<file path="src/rtl/arb_pkg.sv">
// Shared definitions for the memory port arbiter.
//   state_e  : arbiter FSM encoding (IDLE / BUSY / DONE)
//   OWN_*    : owner / last-grant encoding shared by the top and arb_rr2
package arb_pkg;

  typedef enum logic [1:0] {
    ST_IDLE = 2'd0,
    ST_BUSY = 2'd1,
    ST_DONE = 2'd2
  } state_e;

  localparam logic OWN_CPU = 1'b0;
  localparam logic OWN_DMA = 1'b1;

endpackage

</file>
<file path="src/rtl/arb_rr2.sv">
// Two-way combinational pick between the CPU and the DMA requester.
//   cpu_req, dma_req : pending requests
//   last             : most recently granted requester (OWN_CPU / OWN_DMA)
//   burst_ok         : a DMA burst is in progress and has not used up its budget
//   winner           : selected requester; only meaningful when a request is pending
module arb_rr2
  import arb_pkg::*;
(
  input  logic cpu_req,
  input  logic dma_req,
  input  logic last,
  input  logic burst_ok,
  output logic winner
);

  always_comb begin
    winner = OWN_CPU;
    if (cpu_req && dma_req) begin
      // Contention: alternate, except that a running DMA burst may keep the port.
      if ((last == OWN_DMA) && burst_ok) winner = OWN_DMA;
      else                               winner = ~last;
    end else if (dma_req) begin
      winner = OWN_DMA;
    end
  end

endmodule

</file>
<file path="src/rtl/mem_port_arbiter.sv">
// Arbitrates the single unified memory port between the CPU and the DMA/debug
// loader, one outstanding transaction at a time.
//   cpu_* / dma_*   : requester sides (level req held until its ready pulse)
//   mem_*           : memory port; mem_en is high only while the access is in flight
//   gnt_dma         : DMA owns the port (BUSY or DONE)
//   err             : one-cycle pulse, together with the owner's ready, on timeout
//
// state | meaning
// IDLE  | waiting for a request; picks the winner and latches its access
// BUSY  | access presented to memory, waiting for mem_ready or timeout
// DONE  | owner's ready pulse; rr pointer and burst count updated
module mem_port_arbiter
  import arb_pkg::*;
#(
  parameter int DW        = 32,
  parameter int AW        = 32,
  parameter int DMA_BURST = 4,
  parameter int TIMEOUT   = 16
) (
  input  logic          clk,
  input  logic          rst,
  input  logic          cpu_req,
  input  logic          cpu_we,
  input  logic [AW-1:0] cpu_adr,
  input  logic [DW-1:0] cpu_wdata,
  output logic [DW-1:0] cpu_rdata,
  output logic          cpu_ready,
  input  logic          dma_req,
  input  logic          dma_we,
  input  logic [AW-1:0] dma_adr,
  input  logic [DW-1:0] dma_wdata,
  output logic [DW-1:0] dma_rdata,
  output logic          dma_ready,
  output logic          mem_en,
  output logic          mem_we,
  output logic [AW-1:0] mem_adr,
  output logic [DW-1:0] mem_wdata,
  input  logic [DW-1:0] mem_rdata,
  input  logic          mem_ready,
  output logic          gnt_dma,
  output logic          err
);

  localparam int TW = (TIMEOUT > 0) ? $clog2(TIMEOUT + 1) : 1;
  localparam int BW = $clog2(DMA_BURST + 1);
  localparam logic [TW-1:0] TMO_LAST  = (TIMEOUT > 0) ? TW'(TIMEOUT - 1) : '0;
  localparam logic [BW-1:0] BURST_MAX = BW'(DMA_BURST);

  state_e          state_q, state_d;
  logic            owner_q, owner_d;
  logic            last_q, last_d;
  logic [BW-1:0]   burst_q, burst_d;
  logic [TW-1:0]   tmo_q, tmo_d;
  logic            tmo_flag_q, tmo_flag_d;
  logic            we_q, we_d;
  logic [AW-1:0]   adr_q, adr_d;
  logic [DW-1:0]   wdata_q, wdata_d;
  logic [DW-1:0]   cpu_rdata_q, cpu_rdata_d;
  logic [DW-1:0]   dma_rdata_q, dma_rdata_d;
  logic            winner;
  logic            burst_ok;

  // A zero count means no burst has started yet (e.g. straight out of reset),
  // so contention then falls back to plain alternation.
  assign burst_ok = (burst_q != '0) && (burst_q < BURST_MAX);

  arb_rr2 u_rr2 (
    .cpu_req  (cpu_req),
    .dma_req  (dma_req),
    .last     (last_q),
    .burst_ok (burst_ok),
    .winner   (winner)
  );

  always_comb begin
    state_d     = state_q;
    owner_d     = owner_q;
    last_d      = last_q;
    burst_d     = burst_q;
    tmo_d       = tmo_q;
    tmo_flag_d  = tmo_flag_q;
    we_d        = we_q;
    adr_d       = adr_q;
    wdata_d     = wdata_q;
    cpu_rdata_d = cpu_rdata_q;
    dma_rdata_d = dma_rdata_q;
    case (state_q)
      ST_IDLE: begin
        if (cpu_req || dma_req) begin
          owner_d    = winner;
          we_d       = (winner == OWN_DMA) ? dma_we    : cpu_we;
          adr_d      = (winner == OWN_DMA) ? dma_adr   : cpu_adr;
          wdata_d    = (winner == OWN_DMA) ? dma_wdata : cpu_wdata;
          tmo_d      = '0;
          tmo_flag_d = 1'b0;
          state_d    = ST_BUSY;
        end
      end
      ST_BUSY: begin
        tmo_d = tmo_q + TW'(1);
        if (mem_ready) begin
          if (!we_q) begin
            if (owner_q == OWN_DMA) dma_rdata_d = mem_rdata;
            else                    cpu_rdata_d = mem_rdata;
          end
          state_d = ST_DONE;
        end else if ((TIMEOUT != 0) && (tmo_q == TMO_LAST)) begin
          if (owner_q == OWN_DMA) dma_rdata_d = '0;
          else                    cpu_rdata_d = '0;
          tmo_flag_d = 1'b1;
          state_d    = ST_DONE;
        end
      end
      ST_DONE: begin
        last_d = owner_q;
        if ((owner_q == OWN_DMA) && cpu_req) begin
          if (burst_q != BURST_MAX) burst_d = burst_q + BW'(1);
        end else begin
          burst_d = '0;
        end
        state_d = ST_IDLE;
      end
      default: state_d = ST_IDLE;
    endcase
  end

  always_ff @(posedge clk) begin
    if (rst) begin
      state_q     <= ST_IDLE;
      owner_q     <= OWN_CPU;
      last_q      <= OWN_DMA;
      burst_q     <= '0;
      tmo_q       <= '0;
      tmo_flag_q  <= 1'b0;
      we_q        <= 1'b0;
      adr_q       <= '0;
      wdata_q     <= '0;
      cpu_rdata_q <= '0;
      dma_rdata_q <= '0;
    end else begin
      state_q     <= state_d;
      owner_q     <= owner_d;
      last_q      <= last_d;
      burst_q     <= burst_d;
      tmo_q       <= tmo_d;
      tmo_flag_q  <= tmo_flag_d;
      we_q        <= we_d;
      adr_q       <= adr_d;
      wdata_q     <= wdata_d;
      cpu_rdata_q <= cpu_rdata_d;
      dma_rdata_q <= dma_rdata_d;
    end
  end

  assign mem_en    = (state_q == ST_BUSY);
  assign mem_we    = we_q;
  assign mem_adr   = adr_q;
  assign mem_wdata = wdata_q;
  assign cpu_rdata = cpu_rdata_q;
  assign dma_rdata = dma_rdata_q;
  assign cpu_ready = (state_q == ST_DONE) && (owner_q == OWN_CPU);
  assign dma_ready = (state_q == ST_DONE) && (owner_q == OWN_DMA);
  assign gnt_dma   = (state_q != ST_IDLE) && (owner_q == OWN_DMA);
  assign err       = (state_q == ST_DONE) && tmo_flag_q;

endmodule

</file>
<file path="config.mk">
export PLATFORM = sky130hd
export DESIGN_NAME = mem_port_arbiter
export DESIGN_NICKNAME = d
export VERILOG_FILES = /design/src/rtl/arb_pkg.sv /design/src/rtl/arb_rr2.sv /design/src/rtl/mem_port_arbiter.sv
export SDC_FILE = /design/constraint.sdc
export NUM_CORES = 1
export LEC_CHECK = 0
export BUFFER_PORTS_ARGS = -buffer_cell sky130_fd_sc_hd__buf_2
export CORE_MARGIN = 8
export CORE_UTILIZATION = 45
export CTS_BUF_LIST = sky130_fd_sc_hd__clkbuf_16
export DETAILED_ROUTE_END_ITERATION = 6
export GPL_TIMING_DRIVEN = 0
export PLACE_DENSITY = 0.83
export SYNTH_ARGS = -nofsm -noshare
export SYNTH_HDL_FRONTEND = slang
export SYNTH_SLANG_ARGS = --single-unit
</file>
<file path="constraint.sdc">
create_clock -name clk -period 2.4 [get_ports clk]
set_input_delay 0.24 -clock clk [delete_from_list [all_inputs] [get_ports clk]]
set_output_delay 0.24 -clock clk [all_outputs]
set_load 0.03 [all_outputs]
</file>
==> out/summary.md <==
• **Worst Tran Pin Value** 629 ps
• **Power Internal** 4.74 mW
• **per-instance average area after synthesis** 7.96 um^2
• **endpoints failing hold** 0
• **setup slack of the most critical reg-to-reg path** 300 ps
• **total wire length** 21500 um
• **Core ar.** 12600 um^2
• **Post-synth EDFFs** 0
• **area of the mapped netlist** 5820 um^2
• **relative contribution of the clock network to total power** 42.4%
• **TritonCTS clock tree** done
• **Post-route DRC** 0
• **Post-CTS Setup Inserts** 0
• **routability cong.** 0.843
• **largest net degree at the start of global routing** 17
• **global-route total usage across every layer** 25.3%
• **share of total power in combinational logic** 18.7%
• **post-synthesis cell type count** 32
• **# setup viols final** 0
• **Worst Min Path Start** cpu_wdata[10]
• **fraction of final layout cells with drive strength greater than 1** 34.8%
• **share of the yosys chip area belonging to registers** 48.8%
• **highest fanout seen on the critical path** 10
• **antenna violation net count after detailed routing** 0
• **Congestion Overflow GR** 0
• **WP buf/inv** 1
• **area of all placed cells without fillers** 8160 um^2
• **PnR worst setup slack** 299 ps
• **unrepaired setup endpoints after global routing** false
• **total leakage power** 3.83 nW
• **syn nets** 902
• **leading register cell type out of synthesis** sky130_fd_sc_hd__dfxtp_1
• **post-synthesis register bit count** 142
• **Antenna Cells** 0
• **number of H-tree levels** 4
• **buffers from clock root to sink, at most** 2
• **Detail Placement HPWL** 17000 um
• **power per standard cell area** 815 nW/um^2
• **Max transition margin** 57.8%
• **sum of negative setup slack** 0 ps
• **proportion of register bits with asynchronous set or reset after synthesis** 0%
• **Synth-to-Final Area Change** 40.2%
• **largest cells by area after synthesis** sky130_fd_sc_hd__dfxtp_1 (49%), sky130_fd_sc_hd__a21oi_1 (12%), sky130_fd_sc_hd__nand2_1 (8.7%)
• **final-layout worst hold slack** 53.4 ps
• **number of antenna violations at the first check in global routing** 1
• **cell depth of the worst min-delay path** 3
• **clock sink total** 142
• **crit-path most repeated cell** sky130_fd_sc_hd__ha_1
• **slowest cell on the critical path** sky130_fd_sc_hd__dfxtp_1
• **initial DRC count** 391
• **IO Count** 301
• **wire length of the first global-routing pass** 33100 um
• **die height** 130 um
• **minimum clock period** 2100 ps
• **Nets** 1220
• **Skew-Pair Late Insertion Delay** 420 ps
• **critical path data arrival time** 2440 ps
• **width of the die** 130 um
• **required time reported for the critical path endpoint** 2740 ps
• **post-placement worst setup slack** 351 ps
• **average wire per standard cell** 17.5 um
• **number of placement rows** 41
• **beginning of the worst register-to-register path** tmo_q[0]
• **cell count after synthesis** 731
• **outcome** finished clean
• **category of the most critical setup path** reg2reg
• **Yosys top cell by area** sky130_fd_sc_hd__dfxtp_1
• **Tcrit/Tclk final** 87.6%
• **sort of element at the end of the critical path** register
• **max-slew violations** 0
• **sort of element at the start of the critical path** register
• **clock skew after layout** 6.13 ps
• **sequence of cells on the critical path** ha_1 > and3_1 > ha_1 > nor2b_1 > o211a_2 > buf_2 > nand3_1 > a21oi_1
• **total of cells resized after clock tree synthesis** 0
• **synthesis warning total** 0
• **post-DR vias/cell** 5.28
• **clock-pin slew on the worst setup and hold paths** 60 ps
• **die area** 16800 um^2
• **max-cap violation count** 0
• **switching power as a share of total power** 28.7%
• **first-pass iteration count of the detailed router** 5
• **longest individual stage delay on the worst path** 370 ps
• **maximum clock frequency** 476 MHz
• **Net Switching** 1.91 mW
• **class of the tightest hold or removal check** in2reg
• **reg2reg end** dma_rdata[30]
• **placed cell areas** 7530 um^2
• **starting density of the core** 46.1%
• **worst voltage drop across the vdd grid** 0.000454 V
• **cts hold-fix bufs** 0
• **Port Buffer Count** 299
• **category of cells accounting for the largest share of critical-path delay** simple AND/OR/NAND/NOR gates
• **Reg power frac** 38.9%
• **share of Yosys cell area claimed by the top area cell type** 48.8%
• **worst hold endpoint** mem_wdata[10]
• **number of buffers created by CTS** 17
• **logic depth of the worst register-to-register path** 8
• **root buf cell** sky130_fd_sc_hd__clkbuf_16
• **via count of the routed design** 6514
• **via count of the first global-routing pass** 6372
-- worst register-to-register path: stages (launching register included) --
cell	delay [ps]
sky130_fd_sc_hd__dfxtp_1	370
sky130_fd_sc_hd__ha_1	190
sky130_fd_sc_hd__and3_1	160
sky130_fd_sc_hd__ha_1	170
sky130_fd_sc_hd__nor2b_1	310
sky130_fd_sc_hd__o211a_2	290
sky130_fd_sc_hd__buf_2	230
sky130_fd_sc_hd__nand3_1	100
sky130_fd_sc_hd__a21oi_1	190
-- synth_stat cells, drive strengths merged, types with 2 or more instances --
master and count:
ha 4, inv 4, o21ai 2, o211ai 2
and2 4, a21oi 142, buf 41, a211oi 67
nand2b 4, nor2 75, nor3 4, nand3 66
nand2 135, clkbuf 24, a31oi 2, nand4 2
a211o 2, dfxtp 142, nor2b 4
-- power by group through the flow --
stage | registers (mW) | logic [mW] | clock network, mW
global route | 2.60 | 1.34 | 2.98
CTS | 2.58 | 1.25 | 2.85
global placement | 2.63 | 1.23 | 0
floorplan | 2.91 | 0.491 | 0
detailed placement | 2.63 | 1.24 | 0
finish | 2.58 | 1.24 | 2.82
-- registers in the layout, summed over array words and instances (netlist names) --
name / cells
cpu_rdata: 32
owner_q: 1
last_q: 1
tmo_q: 5
mem_wdata: 32
burst_q: 3
tmo_flag_q: 1
mem_adr: 32
state_q: 2
mem_we: 1
dma_rdata: 32
-- placed cells by master (no fill, tap or decap), types with 2 or more instances in the layout --
cell | netlist | final
sky130_fd_sc_hd__nor3_1 | 4 | 4
sky130_fd_sc_hd__ha_1 | 4 | 4
sky130_fd_sc_hd__buf_4 | 7 | 7
sky130_fd_sc_hd__a211o_1 | 2 | 2
sky130_fd_sc_hd__nor2_1 | 75 | 75
sky130_fd_sc_hd__clkinvlp_4 | 0 | 2
sky130_fd_sc_hd__nand2b_1 | 4 | 4
sky130_fd_sc_hd__a31oi_1 | 2 | 2
sky130_fd_sc_hd__clkbuf_16 | 0 | 17
sky130_fd_sc_hd__clkbuf_1 | 24 | 24
sky130_fd_sc_hd__buf_6 | 8 | 8
sky130_fd_sc_hd__nor2b_1 | 4 | 4
sky130_fd_sc_hd__and2_1 | 3 | 3
sky130_fd_sc_hd__nand2_1 | 135 | 135
sky130_fd_sc_hd__a211oi_1 | 65 | 65
sky130_fd_sc_hd__clkinv_2 | 0 | 2
sky130_fd_sc_hd__a21oi_1 | 142 | 142
sky130_fd_sc_hd__nand4_1 | 2 | 2
sky130_fd_sc_hd__buf_1 | 3 | 3
sky130_fd_sc_hd__clkinv_1 | 1 | 4
sky130_fd_sc_hd__inv_1 | 4 | 6
sky130_fd_sc_hd__buf_2 | 23 | 322
sky130_fd_sc_hd__dfxtp_1 | 142 | 142
sky130_fd_sc_hd__nand3_1 | 66 | 66
sky130_fd_sc_hd__bufinv_16 | 0 | 5
-- cells by family after synthesis --
group / after synthesis / synth area share [%]
simple gates: 296 / 21.3
compound gates: 219 / 22.5
flops: 142 / 48.8
buf+inv: 70 / 6.49
fa+ha+maj: 4 / 0.860
-- stage by stage --
stage               power [mW]  std cells  util (%)
floorplan                 3.40        731         -
global placement          3.86       1202      59.7
detailed placement        3.88       1202      59.7
CTS                       6.68       1234      64.7
global route              6.92       1234      64.7
finish                    6.65       1234      64.7
-- how the worst max path moves through the flow --
| stage | from | to | slack (ps) | cells after the start |
|---|---|---|---|---|
| 2_1_floorplan | tmo_q[0] | dma_rdata[26] | 650 | 8 |
| 3_3_place_gp | tmo_q[0] | dma_rdata[25] | 370 | 8 |
| 3_5_place_dp | tmo_q[0] | dma_rdata[25] | 350 | 8 |
| 4_1_cts | tmo_q[0] | dma_rdata[30] | 310 | 8 |
| 5_1_grt | tmo_q[0] | dma_rdata[30] | 150 | 8 |
| 6_report | tmo_q[0] | dma_rdata[30] | 300 | 8 |
-- layout make-up --
class / instances / area, um^2
multi-input cells: 519 / 2600
well taps: 172 / 215
clock buffers: 17 / 425
repair buffers: 299 / 1500
fillers: 1168 / 4460
clock inverters: 15 / 203
flip-flops and latches: 142 / 2840
plain buffers: 65 / 359
inverters: 5 / 18.8
-- per-layer routing --
| layer | wire length [um] | vias up | GRT usage, % |
|---|---|---|---|
| met3 | 2270 | 44 | 9.18 |
| met1 | 8300 | 3003 | 28.4 |
| met5 | 8 | - | 0 |
| li1 | - | 3164 | - |
| met4 | 713 | 2 | 12.2 |
| met2 | 10300 | 301 | 42.0 |
Note: power is estimated with default switching activity, not from simulation.
